File: config.mk
export PLATFORM = sky130hd
export DESIGN_NAME = iterative_divider
export DESIGN_NICKNAME = d
export VERILOG_FILES = /design/src/rtl/div_pkg.sv /design/src/rtl/div_step.sv /design/src/rtl/iterative_divider.sv
export SDC_FILE = /design/constraint.sdc
export NUM_CORES = 1
export LEC_CHECK = 0
export ABC_CLOCK_PERIOD_IN_PS = 4900
export BUFFER_PORTS_ARGS = -buffer_cell sky130_fd_sc_hd__buf_2
export CAP_MARGIN = 10
export CORE_UTILIZATION = 55
export DETAILED_ROUTE_END_ITERATION = 8
export PLACE_DENSITY = 0.77
export REMOVE_ABC_BUFFERS = 1
export SLEW_MARGIN = 10
export SYNTH_ARGS = -nofsm -noshare
export SYNTH_HDL_FRONTEND = slang
export SYNTH_SLANG_ARGS = --single-unit
File: constraint.sdc
create_clock -name Clk -period 4.9 [get_ports Clk]
set_clock_uncertainty 0.05 [all_clocks]
set_input_delay 0.49 -clock Clk [delete_from_list [all_inputs] [get_ports Clk]]
set_output_delay 0.49 -clock Clk [all_outputs]
set_load 0.01 [all_outputs]
File: src/rtl/div_pkg.sv
// rtl/div_pkg.sv - shared types and constants for the iterative divider
package div_pkg;

    localparam int DIV_WIDTH = 32;

    // Edges from the accept cycle (counted as 1) until Out_Valid is seen.
    localparam int DIV_LATENCY = DIV_WIDTH + 3;

    localparam logic [DIV_WIDTH-1:0] DIV_ZERO_QUOT = '1;

    typedef enum logic [2:0] {
        IDLE = 3'd0,
        PREP = 3'd1,
        ITER = 3'd2,
        FIX  = 3'd3,
        DONE = 3'd4
    } div_state_t;

endpackage

File: src/rtl/div_step.sv
// rtl/div_step.sv - one combinational radix-2 non-restoring division step
//
// Ports:
//   p      : current signed partial remainder (WIDTH+1 bits, two's complement)
//   a_msb  : dividend bit shifted into the partial remainder this step
//   d      : divisor magnitude (unsigned)
//   p_next : partial remainder after shift and add/subtract
//   q_bit  : quotient bit produced by this step
module div_step #(
    parameter int WIDTH = 32
) (
    input  logic [WIDTH:0]   p,
    input  logic             a_msb,
    input  logic [WIDTH-1:0] d,
    output logic [WIDTH:0]   p_next,
    output logic             q_bit
);

    logic [WIDTH:0] shifted;
    logic [WIDTH:0] d_ext;

    // The shifted value can exceed WIDTH+1 bits, but the add/sub result
    // always lies in [-d, d), so wrapping arithmetic yields the right value.
    assign shifted = {p[WIDTH-1:0], a_msb};
    assign d_ext   = {1'b0, d};
    assign p_next  = p[WIDTH] ? (shifted + d_ext) : (shifted - d_ext);
    assign q_bit   = ~p_next[WIDTH];

endmodule

File: src/rtl/iterative_divider.sv
// rtl/iterative_divider.sv - sequential radix-2 non-restoring integer divider
//
// Ports:
//   Clk, Rst_n             : clock (rising edge), asynchronous active-low reset
//   In_Valid / In_Ready    : operand handshake; Dividend, Divisor, Sign captured on accept
//   Sign                   : 1 = two's-complement operands, 0 = unsigned
//   Out_Valid / Out_Ready  : result handshake; results held stable while stalled
//   Quotient, Remainder    : truncated-toward-zero quotient, dividend-signed remainder
//   Div_By_Zero, Overflow  : status flags, meaningful only with Out_Valid
module iterative_divider
    import div_pkg::*;
#(
    parameter int WIDTH = 32
) (
    input  logic             Clk,
    input  logic             Rst_n,
    input  logic             In_Valid,
    output logic             In_Ready,
    input  logic [WIDTH-1:0] Dividend,
    input  logic [WIDTH-1:0] Divisor,
    input  logic             Sign,
    output logic             Out_Valid,
    input  logic             Out_Ready,
    output logic [WIDTH-1:0] Quotient,
    output logic [WIDTH-1:0] Remainder,
    output logic             Div_By_Zero,
    output logic             Overflow
);

    localparam int CW = $clog2(WIDTH);

    div_state_t state, state_nxt;

    logic             rdy;
    logic [WIDTH-1:0] dvd_q, dvs_q;
    logic             sign_q;
    logic             q_neg, r_neg, ovf_q;
    logic [WIDTH:0]   p_q;
    logic [WIDTH-1:0] a_q;
    logic [WIDTH-1:0] d_mag;
    logic [CW-1:0]    cnt;

    logic [WIDTH-1:0] mag_dvd, mag_dvs;
    logic [WIDTH:0]   p_step, p_fix;
    logic             q_bit;
    logic             accept;

    assign accept   = In_Valid && rdy;
    assign In_Ready = rdy;
    assign Out_Valid = (state == DONE);

    // Magnitude of the most-negative value wraps to itself, which is the
    // correct unsigned magnitude, so no extra bit is needed here.
    assign mag_dvd = (sign_q && dvd_q[WIDTH-1]) ? -dvd_q : dvd_q;
    assign mag_dvs = (sign_q && dvs_q[WIDTH-1]) ? -dvs_q : dvs_q;

    // Final correction: a negative partial remainder is restored once.
    assign p_fix = p_q[WIDTH] ? (p_q + {1'b0, d_mag}) : p_q;

    div_step #(.WIDTH(WIDTH)) u_step (
        .p      (p_q),
        .a_msb  (a_q[WIDTH-1]),
        .d      (d_mag),
        .p_next (p_step),
        .q_bit  (q_bit)
    );

    always_comb begin
        state_nxt = state;
        case (state)
            IDLE: if (accept) state_nxt = PREP;
            PREP: state_nxt = (dvs_q == '0) ? DONE : ITER;
            ITER: if (cnt == '0) state_nxt = FIX;
            FIX:  state_nxt = DONE;
            DONE: if (Out_Ready) state_nxt = IDLE;
            default: state_nxt = IDLE;
        endcase
    end

    always_ff @(posedge Clk or negedge Rst_n) begin
        if (!Rst_n) begin
            state       <= IDLE;
            rdy         <= 1'b0;
            dvd_q       <= '0;
            dvs_q       <= '0;
            sign_q      <= 1'b0;
            q_neg       <= 1'b0;
            r_neg       <= 1'b0;
            ovf_q       <= 1'b0;
            p_q         <= '0;
            a_q         <= '0;
            d_mag       <= '0;
            cnt         <= '0;
            Quotient    <= '0;
            Remainder   <= '0;
            Div_By_Zero <= 1'b0;
            Overflow    <= 1'b0;
        end else begin
            state <= state_nxt;
            // Registered ready keeps In_Ready low for the first cycle after reset.
            rdy   <= (state_nxt == IDLE);
            case (state)
                IDLE: begin
                    if (accept) begin
                        dvd_q  <= Dividend;
                        dvs_q  <= Divisor;
                        sign_q <= Sign;
                    end
                end
                PREP: begin
                    q_neg <= sign_q && (dvd_q[WIDTH-1] ^ dvs_q[WIDTH-1]);
                    r_neg <= sign_q && dvd_q[WIDTH-1];
                    ovf_q <= sign_q && (dvd_q == {1'b1, {(WIDTH-1){1'b0}}})
                                    && (dvs_q == '1);
                    p_q   <= '0;
                    a_q   <= mag_dvd;
                    d_mag <= mag_dvs;
                    cnt   <= CW'(WIDTH - 1);
                    if (dvs_q == '0) begin
                        Quotient    <= '1;
                        Remainder   <= dvd_q;
                        Div_By_Zero <= 1'b1;
                        Overflow    <= 1'b0;
                    end
                end
                ITER: begin
                    p_q <= p_step;
                    a_q <= {a_q[WIDTH-2:0], q_bit};
                    cnt <= cnt - 1'b1;
                end
                FIX: begin
                    Quotient    <= q_neg ? -a_q : a_q;
                    Remainder   <= r_neg ? -p_fix[WIDTH-1:0] : p_fix[WIDTH-1:0];
                    Div_By_Zero <= 1'b0;
                    Overflow    <= ovf_q;
                end
                default: ;
            endcase
        end
    end

endmodule

==> flow_summary.rst <==
.. list-table::
   :header-rows: 1

   * - Metric
     - Value
   * - Synth Flop Type
     - dfrtp_1
   * - Classification of the worst setup path
     - reg2reg
   * - Final Power
     - about 16000 uW
   * - Leading cell types by total area after synthesis
     - dfrtp_1, o21ai_0, ha_1, nand2_1, xor2_1
   * - Starting Density
     - 0.565
   * - Endpoint required time on the critical path
     - roughly 5.2 ns
   * - Cell count after synthesis
     - around 1900
   * - Number of antenna cells inserted
     - 0
   * - Area fraction of the dominant cell type after synthesis
     - 0.368
   * - Global-route total usage across every layer
     - 0.284
   * - Pin slew with the least headroom to its limit
     - ~1.1 ns
   * - Detailed-route via count
     - between 10000 and 15000
   * - Chip Height
     - between 150 and 200 um
   * - Slew headroom
     - 0.281
   * - Wire length of the first global-routing pass
     - slightly above 70000 um
   * - Yosys warning count
     - 0
   * - Total negative slack
     - 0 ns
   * - Kind of cell with the highest combined delay on the critical path
     - compound AO/OA/AOI/OAI gates
   * - Buffer levels on the longest clock path
     - 3
   * - Fraction of power consumed by the clock network
     - 0.132
   * - Sort of element at the start of the critical path
     - flop
   * - Via count normalized by instance count
     - 6.07
   * - Setup violations, final
     - 0
   * - Proportion of total power due to net switching
     - 0.478
   * - Final routed wirelength across all metal layers
     - about 44000 um
   * - Final Max Tran Viols
     - 0
   * - Clock edge transition at the registers on the reported setup and hold paths
     - ~0.06 ns
   * - MaxCap Viol Count
     - 0
   * - Routed WL per cell
     - 18.4 um
   * - Initial antenna violation count
     - 0
   * - Seq/Total Area, Yosys
     - 0.368
   * - Total overflow reported by the global router
     - 0
   * - Fraction of layout cells with a size suffix above 1
     - 0.152
   * - Filler Cells Inserted
     - roughly 2500
   * - Critical Path Most Common Cell
     - a21oi_1
   * - Achievable Freq
     - about 220 MHz
   * - Kind of capture point of the worst setup path
     - flop
   * - Minimum period implied by the final worst setup slack
     - roughly 4.6 ns
   * - Switching component of the power
     - 7540 uW
   * - Clock Root Buffer
     - clkbuf_16
   * - Maximum fanout along the worst path
     - 6
   * - Internal cell power
     - roughly 8200 uW
   * - Max H-tree Level
     - 1
   * - Cell Rows
     - 62
   * - Post-synthesis cell type with the largest combined area
     - dfrtp_1
   * - HPWL after detailed placement
     - ~32000 um
   * - Overall die area
     - around 30000 um2
   * - Leakage dissipation
     - between 0.007 and 0.008 uW
   * - Area growth from synthesis to layout
     - 12.0%
   * - Min-Delay Path Class
     - in2async
   * - Routability Congestion
     - roughly 0.9
   * - Sequential fraction of design power
     - 0.270
   * - Die boundary width
     - 174 um
   * - Setup repair after global routing missed its margin
     - false
   * - Net total in the final layout
     - approximately 2100
   * - Remaining number of nets flagged by the antenna check after routing
     - 0
   * - Post-Synthesis Cell Area
     - 16300 um2
   * - Hold Buf Count CTS
     - 0
   * - Final routed DRC violation total
     - 0
   * - First-pass DRT Iterations
     - 8
   * - Worst skew pair latency
     - between 0.5 and 0.6 ns
   * - Unique cell type count in the Yosys netlist
     - 85
   * - Core outline area
     - between 20000 and 30000 um2
   * - Synthesized area divided by synthesized cell count
     - 8.72 um2
   * - Number of global-route vias before repair
     - about 14000
   * - Largest net degree at the start of global routing
     - 143
   * - Total CTS buffers
     - 28
   * - Number of hold violations in the final report
     - 0
   * - Power per cell area
     - roughly 860 nW/um2
   * - Worst vdd ir
     - 0.439 mV
   * - Share of flip-flops with an asynchronous set or reset
     - 1.00
   * - Cells traversed along the worst timing path
     - nor3_1 > nand2b_1 > nor3_1 > and3b_1 > a21oi_1 > xor2_1 > ha_1 > a21o_1 > a21oi_1 > nor2_1 > a311o_1 > o2111ai_1 > nand2_1 > a221o_1 > a311o_1 > a21oi_1 > xor2_1 > o21ai_0
   * - Combinational cell fraction of total power
     - 0.598
   * - CP peak stage delay
     - approximately 0.43 ns
   * - # port buffers
     - 136
   * - Share of the clock period used by the worst path after layout
     - 0.929
   * - Iter 0 DRT Violations
     - ~1000
   * - CP bufs+invs
     - 0
   * - Number of top-level pins
     - ~140
   * - Post-synth EDFFs
     - 0
   * - Clock tree from TritonCTS
     - yes
   * - Outcome
     - finished clean
   * - Critical-path cell with the highest stage delay
     - dfrtp_1
   * - Number of clock sinks
     - 240
   * - FF+latch count, synth
     - between 200 and 250
   * - Critical path arrival
     - 4.89 ns
[placed cells by master (no fill, tap or decap), types with 21 or more instances in the layout]
cell type  synthesis  layout
dfrtp_1          240     239
nand2_1          228     227
o21ai_0          196     195
buf_2              3     135
a21oi_1          121     121
nor2_1           108     106
xor2_1            96      96
xnor2_1           85      85
ha_1              70      70
mux2_2            63      63
inv_1             52      52
nor3_1            49      49
a31oi_1           35      35
a22oi_1           32      32
nand3_1           28      28
clkbuf_16          0      28
a21o_1            27      27
o31ai_1           26      26
nand4_1           25      25
and3_1            24      23
nor4_1            21      21
a211oi_1          21      21
[through the flow]
stage,std cells,util,hold slack [ns],instance area [um2],setup slack [ns]
2_1_floorplan,1784,-,0.144,16000,-0.588
3_3_place_gp,2324,0.600,0.405,17400,0.484
3_5_place_dp,2324,0.600,0.417,17400,0.376
4_1_cts,2375,0.632,0.0779,18300,0.360
5_1_grt,2375,0.632,0.103,18300,0.0671
6_report,2375,0.632,0.0244,18300,0.349
[worst paths after layout]
| kind | startpoint | end | slack, ns | cells after the start |
|---|---|---|---|---|
| worst max-delay path | d_mag[5] | p_q[31] | 0.35 | 18 |
| worst min-delay path | Rst_n | Quotient[5] | 0.02 | 1 |
| worst max register to register | d_mag[5] | p_q[31] | 0.35 | 18 |
| worst min register to register | cnt[3] | cnt[3] | 0.43 | 1 |
| max in group asynchronous | Rst_n | d_mag[14] | 3.68 | 2 |
| min in group Clk | Divisor[15] | dvs_q[15] | 0.09 | 3 |
[state kept, by name (all words and copies together) (netlist names)]
signal,flops
p_q,33
Quotient,32
Remainder,32
a_q,32
d_mag,32
dvd_q,32
dvs_q,32
cnt,5
state,3
Div_By_Zero,1
In_Ready,1
Overflow,1
ovf_q,1
q_neg,1
r_neg,1
sign_q,1
[kinds of logic after synthesis]
kind of cell,synth area share
simple gates,0.173
compound gates,0.223
flops,0.368
xor+xnor,0.0970
buf+inv,0.0338
mux,0.0496
fa+ha+maj,0.0561
[cell usage after synthesis, drive strengths merged, types with 4 or more instances]
cell    count
or3        19
ha         70
or4        11
o41ai       6
a21oi     121
nor3       49
buf        15
o21ai     204
o211a       4
a311oi      4
nand3      29
a41oi       5
o21a       13
nand4b      4
nor2b      12
o21bai     12
nor2      108
and2       18
nor4       22
inv        52
mux2       63
a211oi     23
o31ai      28
nor3b       4
clkbuf     75
mux2i      10
nand3b      5
and3       24
nand2b     14
or2         7
a31oi      36
nand4      26
nand2     228
a22o        5
xor2       96
o22ai       5
dfrtp     240
a211o       8
o211ai     10
a22oi      32
a21o       27
a21boi      5
xnor2      85
[power groups by stage]
stage	clock [uW]	combinational [uW]	sequential [uW]
6_report	2070	9420	4260
4_1_cts	2110	9330	4220
5_1_grt	2180	10500	4390
3_5_place_dp	0	9240	4250
2_1_floorplan	0	7040	4000
3_3_place_gp	0	9050	4190
[area by class of cell]
cell class	instances	area (um2)	share of cell area
clock buffers	45	895	0.0489
clock inverters	6	46.3	0.00253
inverters	53	199	0.0109
multi-input cells	1491	9810	0.536
flip-flops and latches	240	6010	0.328
well taps	384	480	0.0263
repair buffers	156	866	0.0473
[routing by layer]
metal,global-route usage,share of wire,wire length [um]
met4,0.0585,0.017,728
met3,0.0236,0.047,2050
met2,0.479,0.47,20500
met5,0,0,0
met1,0.400,0.47,20400
[repair_timing]
action | CTS | global route
buffers inserted | 0 | 0
gates resized for setup | 0 | 1
endpoints found under the setup margin | 0 | 2
(Power assumes the default switching activity.)
